## src/rtl/alu_pkg.sv

```systemverilog
// Shared opcode, FSM-state and flag-index definitions for the pipelined ALU.
package alu_pkg;

  localparam logic [3:0] OP_ADD  = 4'd0;
  localparam logic [3:0] OP_SUB  = 4'd1;
  localparam logic [3:0] OP_AND  = 4'd2;
  localparam logic [3:0] OP_OR   = 4'd3;
  localparam logic [3:0] OP_XOR  = 4'd4;
  localparam logic [3:0] OP_SLL  = 4'd5;
  localparam logic [3:0] OP_SRL  = 4'd6;
  localparam logic [3:0] OP_SRA  = 4'd7;
  localparam logic [3:0] OP_SLT  = 4'd8;
  localparam logic [3:0] OP_SLTU = 4'd9;
  localparam logic [3:0] OP_MUL  = 4'd10;

  typedef enum logic [0:0] {
    ST_IDLE = 1'b0,
    ST_MUL  = 1'b1
  } state_t;

  localparam int FLAG_Z = 0;
  localparam int FLAG_N = 1;
  localparam int FLAG_C = 2;
  localparam int FLAG_V = 3;
  localparam int FLAG_W = 4;

endpackage

```

## src/rtl/alu_mul_iter.sv

```systemverilog
// Iterative shift-add multiplier: one partial product per cycle, WIDTH steps.
// o_done is asserted combinationally during the final step together with the product.
module alu_mul_iter
  import alu_pkg::*;
#(
  parameter int WIDTH = 64
) (
  input  logic             clk,
  input  logic             rst_n,
  input  logic             i_start,
  input  logic [WIDTH-1:0] i_a,
  input  logic [WIDTH-1:0] i_b,
  output logic             o_done,
  output logic [WIDTH-1:0] o_product
);

  localparam int CNT_W = $clog2(WIDTH);

  logic [WIDTH-1:0] r_mcand;
  logic [WIDTH-1:0] r_mplier;
  logic [WIDTH-1:0] r_acc;
  logic [CNT_W-1:0] r_cnt;
  logic             r_active;
  logic [WIDTH-1:0] w_acc_next;

  assign w_acc_next = r_acc + (r_mplier[0] ? r_mcand : '0);
  assign o_done     = r_active && (r_cnt == CNT_W'(WIDTH - 1));
  assign o_product  = w_acc_next;

  always_ff @(posedge clk or negedge rst_n) begin
    if (!rst_n) begin
      r_mcand  <= '0;
      r_mplier <= '0;
      r_acc    <= '0;
      r_cnt    <= '0;
      r_active <= 1'b0;
    end else if (i_start) begin
      r_mcand  <= i_a;
      r_mplier <= i_b;
      r_acc    <= '0;
      r_cnt    <= '0;
      r_active <= 1'b1;
    end else if (r_active) begin
      r_acc    <= w_acc_next;
      r_mcand  <= r_mcand << 1;
      r_mplier <= r_mplier >> 1;
      if (o_done) begin
        r_cnt    <= '0;
        r_active <= 1'b0;
      end else begin
        r_cnt <= r_cnt + 1'b1;
      end
    end
  end

endmodule

```

## src/rtl/alu_pipe.sv

```systemverilog
// Handshaked ALU: single-cycle ops land in the result register one edge after accept;
// MUL (optional) runs through the iterative multiplier and holds off new input meanwhile.
module alu_pipe
  import alu_pkg::*;
#(
  parameter int WIDTH  = 64,
  parameter bit MUL_EN = 1'b1,
  parameter int SH_W   = $clog2(WIDTH)
) (
  input  logic             clk,
  input  logic             rst_n,
  input  logic             in_valid,
  output logic             in_ready,
  input  logic [WIDTH-1:0] in_a,
  input  logic [WIDTH-1:0] in_b,
  input  logic [3:0]       in_op,
  output logic             out_valid,
  input  logic             out_ready,
  output logic [WIDTH-1:0] out_result,
  output logic             out_zero,
  output logic             out_neg,
  output logic             out_carry,
  output logic             out_ovf,
  output logic             busy
);

  state_t             r_state;
  logic               r_out_valid;
  logic [WIDTH-1:0]   r_result;
  logic [FLAG_W-1:0]  r_flags;
  logic               r_busy;

  logic [WIDTH:0]     w_sum;
  logic [WIDTH:0]     w_diff;
  logic [SH_W-1:0]    w_shamt;
  logic [WIDTH-1:0]   w_res;
  logic               w_carry;
  logic               w_ovf;
  logic [FLAG_W-1:0]  w_flags;
  logic [FLAG_W-1:0]  w_mul_flags;
  logic               w_is_mul;
  logic               w_in_fire;
  logic               w_mul_done;
  logic [WIDTH-1:0]   w_mul_product;

  assign in_ready  = (r_state == ST_IDLE) && (!r_out_valid || out_ready);
  assign w_in_fire = in_valid && in_ready;
  assign w_is_mul  = MUL_EN && (in_op == OP_MUL);

  assign w_sum   = {1'b0, in_a} + {1'b0, in_b};
  assign w_diff  = {1'b0, in_a} - {1'b0, in_b};
  assign w_shamt = in_b[SH_W-1:0];

  // The extra top bit of w_diff is the unsigned borrow, shared by SUB and SLTU.
  always_comb begin
    w_res   = '0;
    w_carry = 1'b0;
    w_ovf   = 1'b0;
    case (in_op)
      OP_ADD: begin
        w_res   = w_sum[WIDTH-1:0];
        w_carry = w_sum[WIDTH];
        w_ovf   = (in_a[WIDTH-1] == in_b[WIDTH-1]) && (w_sum[WIDTH-1] != in_a[WIDTH-1]);
      end
      OP_SUB: begin
        w_res   = w_diff[WIDTH-1:0];
        w_carry = w_diff[WIDTH];
        w_ovf   = (in_a[WIDTH-1] != in_b[WIDTH-1]) && (w_diff[WIDTH-1] != in_a[WIDTH-1]);
      end
      OP_AND:  w_res = in_a & in_b;
      OP_OR:   w_res = in_a | in_b;
      OP_XOR:  w_res = in_a ^ in_b;
      OP_SLL:  w_res = in_a << w_shamt;
      OP_SRL:  w_res = in_a >> w_shamt;
      OP_SRA:  w_res = $signed(in_a) >>> w_shamt;
      OP_SLT:  w_res = {{(WIDTH-1){1'b0}}, $signed(in_a) < $signed(in_b)};
      OP_SLTU: begin
        w_res   = {{(WIDTH-1){1'b0}}, w_diff[WIDTH]};
        w_carry = w_diff[WIDTH];
      end
      default: ;
    endcase
  end

  always_comb begin
    w_flags              = '0;
    w_flags[FLAG_Z]      = (w_res == '0);
    w_flags[FLAG_N]      = w_res[WIDTH-1];
    w_flags[FLAG_C]      = w_carry;
    w_flags[FLAG_V]      = w_ovf;
    w_mul_flags          = '0;
    w_mul_flags[FLAG_Z]  = (w_mul_product == '0);
    w_mul_flags[FLAG_N]  = w_mul_product[WIDTH-1];
  end

  if (MUL_EN) begin : g_mul
    alu_mul_iter #(
      .WIDTH(WIDTH)
    ) u_mul (
      .clk       (clk),
      .rst_n     (rst_n),
      .i_start   (w_in_fire && w_is_mul),
      .i_a       (in_a),
      .i_b       (in_b),
      .o_done    (w_mul_done),
      .o_product (w_mul_product)
    );
  end else begin : g_no_mul
    assign w_mul_done    = 1'b0;
    assign w_mul_product = '0;
  end

  // A load on the same edge as a consume overrides the clear, giving back-to-back results.
  always_ff @(posedge clk or negedge rst_n) begin
    if (!rst_n) begin
      r_state     <= ST_IDLE;
      r_out_valid <= 1'b0;
      r_result    <= '0;
      r_flags     <= '0;
      r_busy      <= 1'b0;
    end else begin
      if (r_out_valid && out_ready) begin
        r_out_valid <= 1'b0;
      end
      case (r_state)
        ST_IDLE: begin
          if (w_in_fire) begin
            if (w_is_mul) begin
              r_state <= ST_MUL;
              r_busy  <= 1'b1;
            end else begin
              r_result    <= w_res;
              r_flags     <= w_flags;
              r_out_valid <= 1'b1;
            end
          end
        end
        ST_MUL: begin
          if (w_mul_done) begin
            r_result    <= w_mul_product;
            r_flags     <= w_mul_flags;
            r_out_valid <= 1'b1;
            r_busy      <= 1'b0;
            r_state     <= ST_IDLE;
          end
        end
        default: begin
          r_state <= ST_IDLE;
          r_busy  <= 1'b0;
        end
      endcase
    end
  end

  assign out_valid  = r_out_valid;
  assign out_result = r_result;
  assign out_zero   = r_flags[FLAG_Z];
  assign out_neg    = r_flags[FLAG_N];
  assign out_carry  = r_flags[FLAG_C];
  assign out_ovf    = r_flags[FLAG_V];
  assign busy       = r_busy;

endmodule

```

## config.mk

```make
export PLATFORM = sky130hd
export DESIGN_NAME = alu_pipe
export DESIGN_NICKNAME = d
export VERILOG_FILES = /design/src/rtl/alu_pkg.sv /design/src/rtl/alu_mul_iter.sv /design/src/rtl/alu_pipe.sv
export SDC_FILE = /design/constraint.sdc
export NUM_CORES = 2
export LEC_CHECK = 0
export BUFFER_PORTS_ARGS = -buffer_cell sky130_fd_sc_hd__buf_2
export CORE_ASPECT_RATIO = 1.4
export CORE_MARGIN = 2
export CORE_UTILIZATION = 57
export DETAILED_ROUTE_END_ITERATION = 7
export PLACE_DENSITY = 0.88
export SKIP_CTS_REPAIR_TIMING = 1
export SYNTH_ARGS = -nofsm -noshare
export SYNTH_HDL_FRONTEND = slang
export SYNTH_HIERARCHICAL = 1
export SYNTH_SLANG_ARGS = --single-unit
```

## constraint.sdc

```tcl
create_clock -name clk -period 4.13 [get_ports clk]
set_input_delay 0.826 -clock clk [delete_from_list [all_inputs] [get_ports clk]]
set_output_delay 0.826 -clock clk [all_outputs]
set_load 0.01 [all_outputs]
```

==> results of run 1 <==
cells by family after synthesis:
| logic type | Yosys count |
|---|---|
| simple gates | 1767 |
| compound gates | 1743 |
| buf+inv | 653 |
| mux | 525 |
| flops | 269 |
| fa+ha+maj | 265 |
| xor+xnor | 89 |
layer usage:
metal | GRT usage | GRT overflow
met1 | 0.887 | 265
met2 | 1.12 | 2422
met3 | 0.882 | 327
met4 | 0.997 | 812
met5 | 0.743 | 44
synth_stat cells, types with 24 or more instances:
library cell / number
o2111ai_1: 25
nand4_1: 73
and3_1: 25
a22oi_1: 46
a21oi_1: 426
a211o_1: 29
nor3b_1: 25
nor2b_1: 50
inv_1: 226
o31ai_1: 39
nand2b_1: 48
a211oi_1: 82
clkbuf_1: 289
a31oi_1: 44
o221ai_1: 33
o22ai_1: 69
nand3_1: 101
buf_1: 44
nor4_1: 77
ha_1: 262
dfrtp_1: 269
o211ai_1: 79
a21o_1: 75
mux4_2: 101
mux2_2: 73
buf_2: 64
a221oi_1: 46
o21a_1: 30
and2_1: 93
nor2_1: 453
mux2i_1: 328
or2_2: 24
nor3_1: 113
nand2_1: 567
o21bai_1: 52
o21ai_0: 393
xnor2_1: 68
per-stage QoR:
step	worst slack (ns)	hold WS, ns	instances	setup TNS, ns	area, um2
after global placement	-1.60	0.461	7945	-14.63	56000
after CTS	-1.68	0.316	7991	-12.92	56900
after detailed placement	-1.61	0.473	7945	-26.09	56000
after floorplan	-1.54	0.463	5311	-9.83	40800
==> impl_metrics.py, run 1 <==
metrics = {
    "synth": {
        "synth_compound_area_frac": 0.287,
        "syn_area_um2": 40300,
        "synthSimpleGateAreaFrac": 0.212,
        "synth_top_family_by_area": "compound AO/OA/AOI/OAI gates",
        "yosys.area.top_type": "dfrtp_1",
        "async_flop_share": 1.00,
        "synth_ff_type": "dfrtp_1",
        "yosys_warnings": 6,
        "yosys.area.top_type_share": 0.167,
        "synth_xor_area_frac": 0.0194,
        "synth.distinct_cells": 117,
        "ys_top_cells_by_area": "dfrtp_1, mux2i_1, ha_1",
        "synthCells": 5311,
        "synth_nets": 5712,
        "synth_adder_area_share": 0.0829,
        "postSynthAreaPerCell_um2": 7.58,
        "synth_seq_cells": 269,
        "synthMuxAreaShare": 0.166,
        "ys_seq_area_frac": 0.167,
        "synth_edf_count": 0,
    },
    "die": {
        "die-height_um": 318,
        "ios": 207,
        "start_util": 0.575,
        "rows": 115,
        "fp.dieW_um": 229,
    },
    "global_routing": {
        "grt_start_max_net_pins": 153,
        "grt_first_pass_wirelength_um": 534000,
        "grt_pass1_vias": 76400,
        "grt_overflow": 3870,
        "track_usage": 0.963,
    },
    "placed_design": {
        "portBuffers": 206,
        "gp_congestion": 1.60,
        "dpl.hpwl_um": 209000,
    },
    "run_status": {
        "tool.error": "[ERROR GRT-0116] Global routing finished with congestion. Check the congestion regions in the DRC Viewer.",
        "status": "aborted with a tool error",
        "lastStage": "global routing",
    },
    "cts": {
        "cts_max_level": 1,
        "cts_sinks": 269,
        "cts_buffers": 26,
        "cts_buffer_depth": 3,
        "clockRootBuffer": "clkbuf_16",
    },
}
==> inputs of run 2 (changes only) <==
--- a/config.mk
+++ b/config.mk
@@ -6,11 +6,10 @@
 export NUM_CORES = 2
 export LEC_CHECK = 0
 export BUFFER_PORTS_ARGS = -buffer_cell sky130_fd_sc_hd__buf_2
-export CORE_ASPECT_RATIO = 1.4
 export CORE_MARGIN = 2
-export CORE_UTILIZATION = 57
+export CORE_UTILIZATION = 40
 export DETAILED_ROUTE_END_ITERATION = 7
-export PLACE_DENSITY = 0.88
+export PLACE_DENSITY_LB_ADDON = 0.15
 export SKIP_CTS_REPAIR_TIMING = 1
 export SYNTH_ARGS = -nofsm -noshare
 export SYNTH_HDL_FRONTEND = slang
==> constraint.sdc (replaced) <==
create_clock -name clk -period 5.4 [get_ports clk]
set_input_delay 1.08 -clock clk [delete_from_list [all_inputs] [get_ports clk]]
set_output_delay 1.08 -clock clk [all_outputs]
set_load 0.01 [all_outputs]
==> run 2 against run 1 <==
  * The flow now finishes, with violations (negative setup slack)
  * Area after synthesis unchanged
  * Synthesized cell count is the same
==> impl_metrics.py, run 2 <==
metrics = {
    "run_status": {
        "status": "finished, violations left",
        "violations": "negative setup slack",
    },
    "power_and_ir_drop": {
        "power_mw": 21.6,
        "ir_drop_mv": 0.814,
        "cellLeakagePower_nw": 24.3,
        "power_switching_share": 0.522,
        "combPwrFrac": 0.735,
        "p_switching_mw": 11.2,
        "p_int_mw": 10.3,
        "power_density_nw_per_um2": 383,
        "power_frac_seq": 0.158,
        "clkPwrFrac": 0.107,
    },
    "cells_and_area": {
        "layout-drive-gt1-share": 0.335,
        "area_delta_synth_final_pct": 39.9,
        "nNetsFinal": 7186,
        "final_common_cell": "buf_4",
        "finalInstanceArea_um2": 56300,
        "final_cell_mix": "buf_4, nand2_1, nor2_1",
        "reg_top3": "g_mul.u_mul/r_acc: 64 flops, g_mul.u_mul/r_mcand: 64 flops, g_mul.u_mul/r_mplier: 64 flops",
    },
    "flow_run": {
        "max-cap-violations": 0,
    },
    "synth": {
        "postSynthAreaPerCell_um2": 7.58,
        "yosysMostFrequentCell": "nand2_1",
        "synth_edf_count": 0,
        "synthCells": 5311,
        "synth_seq_cells": 269,
        "synth_nets": 5712,
        "yosys.area.top_type": "dfrtp_1",
        "syn_area_um2": 40300,
        "yosys_warnings": 6,
        "ys_seq_area_frac": 0.167,
        "synth.distinct_cells": 117,
        "synth_common_cells": "nand2_1, nor2_1, a21oi_1, o21ai_0, mux2i_1",
        "async_flop_share": 1.00,
        "yosys.area.top_type_share": 0.167,
        "ys_top_cells_by_area": "dfrtp_1, mux2i_1, ha_1",
        "synth_ff_type": "dfrtp_1",
    },
    "worst_setup_path": {
        "endpoint_kind": "flop",
        "critPathRequiredTime_ns": 5.98,
        "path_class": "in2reg",
        "path_max_fanout": 5,
        "cp-startpoint": "in_a[17]",
        "cp.arrival_ns": 6.29,
        "cp-start-kind": "input pin",
        "r2r_start": "g_mul.u_mul/r_mplier[0]",
    },
    "cts": {
        "cts_buffer_depth": 3,
        "cts_max_level": 1,
        "cts_buffers": 31,
        "clockRootBuffer": "clkbuf_16",
        "cts_sinks": 269,
        "cts_tree": "done",
        "clk_latency_ns": 0.66,
        "clk_pin_slew_ns": 0.07,
    },
    "sta": {
        "slew_viol_final": 0,
        "fin_crit_ns": 5.71,
        "tightest_slew_ns": 1.44,
        "rsz0062_at_grt": "yes",
        "timing.final.crit_share": 1.06,
        "timing.final.ws_setup_ns": -0.311,
        "setup_violations": 1,
        "hold_viol": 0,
        "tns_ns": -0.311,
        "fin_skew_ns": 0.0594,
        "slew_headroom": 0.0359,
        "max_freq_ghz": 0.175,
    },
    "global_routing": {
        "grt_first_pass_wirelength_um": 379000,
        "grt_overflow": 0,
        "grt_pass1_vias": 50300,
        "grt_start_max_net_pins": 108,
        "antenna_found_initial": 16,
        "track_usage": 0.514,
    },
    "die": {
        "core_area_um2": 100000,
        "die-height_um": 321,
        "dieArea_um2": 103000,
        "rows": 116,
        "ios": 207,
        "start_util": 0.403,
        "fp.dieW_um": 321,
    },
    "placed_design": {
        "portBuffers": 206,
        "dpl-instance-area_um2": 54300,
        "gp_congestion": 1.11,
        "dpl.hpwl_um": 226000,
    },
    "route": {
        "dr.pass1.iters": 8,
        "wl_per_cell_um": 34.2,
        "ant_nets": 0,
        "drt-vias-per-instance": 6.71,
        "wirelength_um": 278000,
        "drc_errors": 0,
        "vias": 54400,
        "drt_iter0_markers": 7997,
    },
    "worst_hold_path": {
        "min-delay-start": "out_result[13]",
        "min_path_type": "reg2reg",
    },
}
## run 2: cell counts after synthesis
No cell type changed its count.
## run 2: worst max-delay path, stage by stage
cell,delay [ns]
buf_2,0.13
inv_1,0.26
ha_1,0.36
buf_4,0.17
buf_4,0.13
nor4_1,0.53
nand4_1,0.16
buf_4,0.21
or4_4,0.47
o211ai_1,0.19
o2bb2ai_1,0.22
a2111oi_0,0.42
buf_4,0.17
a32o_1,0.15
nand4_1,0.32
nor4_2,0.25
nand4_1,0.28
or4_4,0.61
o31ai_4,0.17
## run 2: logic make-up (layout without fill, tap and decap cells)
kind of cell    count (synthesis)  after routing  share of synthesized area
other cells                     0             12                          0
buf+inv                       653           2150                     0.0663
mux                           525            525                      0.166
flops                         269            269                      0.167
simple gates                 1767           1767                      0.212
compound gates               1743           1743                      0.287
xor+xnor                       89             89                     0.0194
fa+ha+maj                     265            265                     0.0829
## run 2: area by class of cell
class	count	area (um2)
Fill cell	9513	43700
Clock buffer	44	915
Clock inverter	12	173
Antenna cell	12	30.0
Multi-Input combinational cell	4389	31500
Inverter	234	883
Sequential cell	269	6740
Timing Repair Buffer	1860	14400
Tap cell	1298	1620
## run 2: final timing paths
check,to,slack (ns),cells after the start
max in group asynchronous,g_mul.u_mul/r_mplier[61],3.75,2
min reg2reg,out_result[13],0.47,1
max reg2reg,r_flags[0],0.05,25
max,r_flags[0],-0.31,19
min in group asynchronous,g_mul.u_mul/r_cnt[0],0.48,1
min,out_result[13],0.47,1
## run 2: through the flow
stage	instances	setup WS [ns]	utilization	hold slack [ns]
global route	8108	-0.242	0.563	0.492
finish	8118	-0.311	0.563	0.474
global placement	8012	-1.22	0.543	0.456
floorplan	5311	-0.521	-	0.463
CTS	8068	-0.549	0.554	0.473
detailed placement	8012	-1.21	0.543	0.454
## run 2: layer usage
layer  up-vias  track usage  wire (um)
li1      22900            -          -
met3      1140        0.159      34800
met5         -            0        257
met4        22        0.390      27200
met2      4163        0.726     110000
met1     26300        0.650     105000
## run 2: power groups by stage
stage	Combinational, mW	Clock (mW)	Sequential (mW)
floorplan	8.58	0	3.36
global placement	14.8	0	3.36
detailed placement	14.9	0	3.41
CTS	15.1	2.31	3.38
global route	16.6	2.40	3.49
finish	15.8	2.31	3.40
(Power assumes the default switching activity.)
